`src/rtl/alu_pkg.sv`:
```
// Shared opcode constants and datapath width for the ALU and its decoder.
package alu_pkg;
  localparam int ALU_W = 8;

  localparam logic [3:0] ALU_PASS = 4'd0;
  localparam logic [3:0] ALU_AND  = 4'd1;
  localparam logic [3:0] ALU_ROL  = 4'd2;
  localparam logic [3:0] ALU_ROR  = 4'd3;
  localparam logic [3:0] ALU_ADD  = 4'd4;
  localparam logic [3:0] ALU_SUB  = 4'd5;
  localparam logic [3:0] ALU_INC  = 4'd6;
  localparam logic [3:0] ALU_DEC  = 4'd7;
endpackage

```
`src/rtl/alu_rotator.sv`:
```
// Combinational circular rotate of a W-bit word; dir=0 rotates left, dir=1 right.
module alu_rotator #(
  parameter int W = 8
) (
  input  logic [W-1:0] in,
  input  logic [1:0]   amount,
  input  logic         dir,
  output logic [W-1:0] out
);
  localparam int AW = $clog2(W);

  // Index arithmetic is modulo W because AW-bit sums wrap (W is a power of two).
  always_comb begin
    logic [AW-1:0] idx;
    out = '0;
    for (int i = 0; i < W; i++) begin
      idx    = dir ? AW'(i) + AW'(amount) : AW'(i) - AW'(amount);
      out[i] = in[idx];
    end
  end
endmodule

```
`src/rtl/alu.sv`:
```
// 8-bit combinational ALU with a registered result/flag status block.
module alu
  import alu_pkg::*;
#(
  parameter int WIDTH = ALU_W
) (
  input  logic             clk,
  input  logic             reset,
  input  logic [WIDTH-1:0] in0,
  input  logic [WIDTH-1:0] in1,
  input  logic [3:0]       select,
  input  logic [1:0]       num_rotate,
  output logic [WIDTH-1:0] out,
  output logic [WIDTH-1:0] out_q,
  output logic             zero_q,
  output logic             neg_q,
  output logic             carry_q
);
  localparam logic [WIDTH:0] ONE = (WIDTH+1)'(1);

  logic [WIDTH-1:0] rot_out;
  logic [WIDTH-1:0] out_d;
  logic             carry_d;
  logic             zero_d;
  logic             neg_d;

  alu_rotator #(.W(WIDTH)) u_rot (
    .in     (in0),
    .amount (num_rotate),
    .dir    (select == ALU_ROR),
    .out    (rot_out)
  );

  // Arithmetic runs one bit wider so the top bit is carry on add, borrow on subtract.
  always_comb begin
    out_d   = '0;
    carry_d = 1'b0;
    case (select)
      ALU_PASS: out_d = in0;
      ALU_AND:  out_d = in0 & in1;
      ALU_ROL,
      ALU_ROR:  out_d = rot_out;
      ALU_ADD:  {carry_d, out_d} = {1'b0, in0} + {1'b0, in1};
      ALU_SUB:  {carry_d, out_d} = {1'b0, in0} - {1'b0, in1};
      ALU_INC:  {carry_d, out_d} = {1'b0, in0} + ONE;
      ALU_DEC:  {carry_d, out_d} = {1'b0, in0} - ONE;
      default: begin
        out_d   = '0;
        carry_d = 1'b0;
      end
    endcase
    zero_d = (out_d == '0);
    neg_d  = out_d[WIDTH-1];
  end

  assign out = out_d;

  always_ff @(posedge clk) begin
    if (reset) begin
      out_q   <= '0;
      zero_q  <= 1'b1;
      neg_q   <= 1'b0;
      carry_q <= 1'b0;
    end else begin
      out_q   <= out_d;
      zero_q  <= zero_d;
      neg_q   <= neg_d;
      carry_q <= carry_d;
    end
  end
endmodule

```
`config.mk`:
```
export PLATFORM = sky130hd
export DESIGN_NAME = alu
export DESIGN_NICKNAME = d
export VERILOG_FILES = /design/src/rtl/alu_pkg.sv /design/src/rtl/alu_rotator.sv /design/src/rtl/alu.sv
export SDC_FILE = /design/constraint.sdc
export NUM_CORES = 1
export LEC_CHECK = 0
export ABC_CLOCK_PERIOD_IN_PS = 6300
export BUFFER_PORTS_ARGS = -buffer_cell sky130_fd_sc_hd__buf_4
export CORE_ASPECT_RATIO = 1.75
export CORE_MARGIN = 2
export CORE_UTILIZATION = 25
export DETAILED_ROUTE_END_ITERATION = 10
export GPL_TIMING_DRIVEN = 0
export PLACE_DENSITY = 0.5
export SYNTH_ARGS = -nofsm -noshare
export SYNTH_HDL_FRONTEND = slang
export SYNTH_SLANG_ARGS = --single-unit
```
`constraint.sdc`:
```
create_clock -name clk -period 6.3 [get_ports clk]
set_input_delay 0.315 -clock clk [delete_from_list [all_inputs] [get_ports clk]]
set_output_delay 0.315 -clock clk [all_outputs]
set_load 0.02 [all_outputs]
```
# Yosys cells after proc, flatten, opt, wreduce, memory -nomap -nowiden
# Index checks and enable logic that the tools add are counted.
dict set report totals {
  output_inout_bits 19
  ff_bits 11
  word_cells 68
}
dict set report classes {
  add_sub_neg 19
  n_lt_le_gt_ge 8
  n_mux 26
  eq_ne 7
  n_reduce_logical 3
  n_bitwise 1
}
# op n
set op_table {}
lappend op_table {{case mux 8 bit (7 select lines)} 1}
lappend op_table {{< comparator 3 x 4 -> 1 bit, second input constant} 8}
lappend op_table {{binary-select mux 1 bit (select 3 bit)} 8}
lappend op_table {{2-to-1 mux 3 bit} 8}
lappend op_table {{== test 4 x 3 -> 1 bit, second input constant} 4}
lappend op_table {{adder 3 x 2 -> 3 bit, first input constant} 4}
lappend op_table {{subtractor 3 x 2 -> 3 bit, first input constant} 4}
lappend op_table {{adder 8 x 1 -> 9 bit, second input constant} 1}
lappend op_table {{adder 8 x 8 -> 9 bit} 1}
lappend op_table {{subtractor 8 x 1 -> 9 bit, second input constant} 1}
lappend op_table {{subtractor 8 x 8 -> 9 bit} 1}
lappend op_table {{AND 8 bit} 1}
lappend op_table {{== test 4 x 2 -> 1 bit, second input constant} 2}
lappend op_table {{logical NOT 8 bit} 1}
lappend op_table {{2-to-1 mux 1 bit} 8}
lappend op_table {{adder 2 x 2 -> 3 bit, first input constant} 2}
lappend op_table {{subtractor 1 x 2 -> 3 bit, first input constant} 2}
lappend op_table {{subtractor 2 x 2 -> 3 bit, first input constant} 2}
lappend op_table {{== test 4 x 1 -> 1 bit, second input constant} 1}
lappend op_table {{logical NOT 4 bit} 1}
lappend op_table {{case mux 1 bit (4 select lines)} 1}
lappend op_table {{adder 1 x 2 -> 3 bit, first input constant} 1}
lappend op_table {{OR reduction 2 bit} 1}

# Longest topological paths before layout
dict set report depth {
  depth_word 6
  depth_mapped 11
  ltp_nobuf 10
}

# Cells and area by module
# A second synthesis with hierarchy kept.
dict set report hier_totals {
  hier_cells 271
  area_unflattened_um2 2180.8
}
# module area_per_inst_um2 cells_each seq_area_each_um2 instances
set modules_own_cells {}
lappend modules_own_cells {alu 1740.4 231 200.2 1}
lappend modules_own_cells {alu_rotator 440.4 40 0.0 1}

# Worst setup path after synthesis
# No wires, ideal clock.
dict set report synth_timing {
  kind {input -> register}
  startpoint {input port num_rotate[0]}
  endpoint {register zero_q}
  t_arrival_ps 3250
  cell_stages 9
  path_slack_ps 2954
  required_time_ps 6204
  cell_sequence {clkbuf_1 -> inv_1 -> ha_1 -> mux2i_1 -> mux4_2 -> a22oi_1 -> o211ai_1 -> or4_1 -> o41ai_2}
}
dict set report synth_between {
  elab_chain_cells 6
  elab_cells_between_ends 41
}
# item line_no
set synth_rtl {}
lappend synth_rtl {{start, declared} alu.sv:12} ;# input logic [1:0] num_rotate,
lappend synth_rtl {{subtractor 2 x 2 -> 3 bit / adder 2 x 2 -> 3 bit (equally long branches)} alu_rotator.sv:17} ;# idx = dir ? AW'(i) + AW'(amount) : AW'(i) - AW'(amount);
lappend synth_rtl {{2-to-1 mux 3 bit (*)} alu_rotator.sv:17}
lappend synth_rtl {{binary-select mux 1 bit (select 3 bit) (*)} alu_rotator.sv:18} ;# out[i] = in[idx];
lappend synth_rtl {{2-to-1 mux 1 bit (implied by the code) (*)} alu_rotator.sv:18}
lappend synth_rtl {{case mux 8 bit (7 select lines) (*)} alu.sv:38} ;# case (select)
lappend synth_rtl {{via out[3]} alu.sv:13} ;# output logic [WIDTH-1:0] out,
lappend synth_rtl {{logical NOT 8 bit (*)} alu.sv:52} ;# zero_d = (out_d == '0);
lappend synth_rtl {{end signal, assigned} alu.sv:66} ;# zero_q <= zero_d;
lappend synth_rtl {{end, declared} alu.sv:15} ;# output logic zero_q,
# The timed path passes the listed nets; every way through them passes the cells marked *. The select of a mux whose other input is x is not followed.
# A chain may end at the register's enable or synchronous reset.

# Worst setup path in the final report
dict set report layout_timing {
  startpoint {input port in0[0]}
  endpoint {register zero_q}
}
dict set report layout_between {
  elab_chain_cells 4
  elab_cells_between_ends 23
}
# item line_no
set layout_rtl {}
lappend layout_rtl {{start, declared} alu.sv:9} ;# input logic [WIDTH-1:0] in0,
lappend layout_rtl {{branches (longest 2 deep; another with subtractor 8 x 1 -> 9 bit)} -}
lappend layout_rtl {{case mux 8 bit (7 select lines) (*)} alu.sv:38}
lappend layout_rtl {{logical NOT 8 bit (*)} alu.sv:52}
# Every way passes the cells marked *. The select of a mux whose other input is x is not followed.

==> results.py <==
metrics = {
    "outcome": {
        "outcome": "finished clean",
    },
    "cts": {
        "clock_sink_count": 10,
        "h-tree-depth": 1,
        "cts_setup_buffers": 0,
        "number_of_buffers_added_by_the_clock_tree_synthesis_step": 3,
        "tritoncts": "yes",
        "clockBufferDepth": 2,
        "clk_root_buffer_cell": "sky130_fd_sc_hd__clkbuf_16",
        "post_cts_resized": 0,
        "clkTransAtPathRegs_ns": 0.04,
        "postCtsHoldBufs": 0,
    },
    "floorplan": {
        "floorplan.io_pins": 43,
        "core_region_area_um2": 8260,
        "chipHeight_um": 126,
        "fp.dieW_um": 73.6,
        "dieArea_um2": 9260,
        "count_of_standard_cell_rows": 44,
        "floorplan.initialDensity_pct": 25.7,
    },
    "global_route": {
        "grt_antenna_before_repair": 0,
        "grt_start_max_net_pins": 11,
        "wire_length_of_the_first_global_routing_pass_mm": 11.1,
        "grt_usage_pct": 15.5,
        "grt_overflow": 0,
        "grt_pass1_vias": 2246,
    },
    "timing": {
        "final_min_period_over_clock_period_pct": 57.9,
        "final_critical_period_ns": 3.65,
        "slew_at_the_pin_closest_to_its_max_slew_limit_ns": 1.21,
        "final.hold.worst_slack_ns": 0.273,
        "finalSetupTns_ns": 0,
        "rsz0062_at_grt": "no",
        "finalSetupViolCount": 0,
        "number_of_failing_hold_endpoints_at_the_final_stage": 0,
        "slew_viol_final": 0,
        "slew_headroom_pct": 18.8,
        "fmax_ghz": 0.274,
    },
    "finish": {
        "final_layout_size_suffix_gt1_share_pct": 19.7,
        "antenna_cells": 0,
        "final_nets": 368,
        "mostFrequentLayoutCells": "41 x sky130_fd_sc_hd__buf_4, 25 x sky130_fd_sc_hd__nor2_1, 22 x sky130_fd_sc_hd__ha_1",
        "synthToLayoutAreaGrowth_pct": 23.8,
        "final_common_cell": "sky130_fd_sc_hd__buf_4",
    },
    "logic_synthesis": {
        "fraction_of_synthesis_flops_using_an_asynchronous_set_or_reset_pin_pct": 0,
        "syn_inst": 275,
        "syn-num-nets": 323,
        "ys_types": 58,
        "ys_ff_latch": 10,
        "synth-warning-count": 0,
        "synth-seq-area-share_pct": 9.44,
        "dominantRegCellSynth": "sky130_fd_sc_hd__dfxtp_1",
        "mappedNetlistArea_um2": 2120,
        "postSynthAreaPerCell_um2": 7.71,
        "number_of_enable_flip_flop_cells_after_synthesis": 0,
    },
    "power_and_ir_drop": {
        "power.density_cell_area_nw_per_um2": 149,
        "ir_worst_vdd_uv": 86.2,
        "p_leak_uw": 0.00112,
    },
    "critical_path": {
        "crit_path_end_kind": "flop",
        "setup.worst_path.start_class": "primary input",
        "critical_path.max_fanout": 9,
        "cp_data_arrival_time_ns": 3.78,
        "critical_path_class": "primary input to flop",
        "worst-endpoint-required_ns": 6.43,
    },
    "placed_design": {
        "hpwl_mm": 6.14,
        "globalplace.congestion": 0.881,
        "numPortBuffers": 40,
    },
    "drt": {
        "drt_drc_violations_left": 0,
        "detail_route.wl_per_cell_um": 17.7,
        "drt_first_pass_iters": 4,
        "vias_per_cell": 5.48,
        "drt_wl_total_mm": 7.27,
        "drt_iter0_markers": 173,
        "num_vias": 2254,
        "post_route_ant_nets": 0,
    },
    "run": {
        "maxCapViolations": 0,
    },
    "worst_hold_path": {
        "timing.hold.worst.class": "primary input to flop",
    },
}
## metrics by stage
step | worst slack (ns) | total power, uW | cells | utilization (%) | area (um2)
2_1_floorplan | 2.95 | 203 | 275 | - | 2120
3_3_place_gp | 2.36 | 270 | 407 | 30.7 | 2540
3_5_place_dp | 2.34 | 271 | 407 | 30.7 | 2540
4_1_cts | 2.59 | 394 | 411 | 31.8 | 2630
5_1_grt | 2.36 | 417 | 411 | 31.8 | 2630
6_report | 2.65 | 392 | 411 | 31.8 | 2630
## state kept, by name, indices dropped and copies added, names as in the netlist
register and cells:
carry_q 1, out_q 8, zero_q 1
## kinds of logic (layout without fill, tap and decap cells)
group	after synthesis	in the layout	synth area share, %
compound gates	72	72	23.9
xor+xnor	9	9	3.72
fa+ha+maj	24	24	14.9
buf+inv	40	84	7.37
flops	10	10	9.44
mux	22	22	15.2
simple gates	98	98	25.5
## worst max-delay path: stages
cell                       delay, ns
sky130_fd_sc_hd__buf_4          0.09
sky130_fd_sc_hd__clkbuf_1       0.33
sky130_fd_sc_hd__inv_1          0.17
sky130_fd_sc_hd__ha_1           0.24
sky130_fd_sc_hd__fa_1           0.40
sky130_fd_sc_hd__nand2b_1       0.19
sky130_fd_sc_hd__a211oi_1       0.53
sky130_fd_sc_hd__nor2_1         0.08
sky130_fd_sc_hd__a221oi_1       0.37
sky130_fd_sc_hd__o22ai_1        0.21
sky130_fd_sc_hd__or4b_1         0.57
sky130_fd_sc_hd__o41ai_2        0.28
## final timing paths
check | start | endpoint | cells after the start
worst min-delay path | reset | carry_q$_SDFF_PP0_ | 2
worst max-delay path | in0[0] | zero_q$_SDFF_PP1_ | 12
## layer usage
metal | up-vias | part of all wire [%] | global-route usage, %
li1 | 1100 | - | -
met1 | 1075 | 34 | 14.9
met2 | 57 | 56 | 29.7
met3 | 22 | 2.9 | 1.36
met4 | 0 | 6.6 | 9.84
met5 | - | 0 | 0
## synthesized netlist by cell type, drive strengths merged, types with 5 or more instances
| cell type | number | area (um2) |
|---|---|---|
| nor2 | 25 | 93.8 |
| ha | 22 | 275 |
| inv | 20 | 75.1 |
| a21oi | 15 | 75.1 |
| clkbuf | 15 | 56.3 |
| mux2i | 13 | 130 |
| o21ai | 11 | 55.1 |
| dfxtp | 10 | 200 |
| nand2 | 10 | 37.5 |
| nand2b | 9 | 56.3 |
| nor3 | 9 | 45.0 |
| and2 | 8 | 50.1 |
| mux4 | 8 | 180 |
| xnor2 | 8 | 70.1 |
| nor2b | 6 | 37.5 |
| buf | 5 | 25.0 |
| nand3 | 5 | 25.0 |
| o211ai | 5 | 37.5 |
## cell type report
cell class,count,area (um2)
Timing Repair Buffer,40,300
Sequential cell,10,200
Buffer,20,81.3
Multi-Input combinational cell,225,1760
Clock buffer,4,88.8
Inverter,20,75.1
Fill cell,910,5630
Tap cell,92,115
## power breakdown
group,switching [uW],internal (uW)
clock network,26.7,95.1
registers,1.20,68.3
logic,114,86.6
Power figures use the tool's default switching activity.
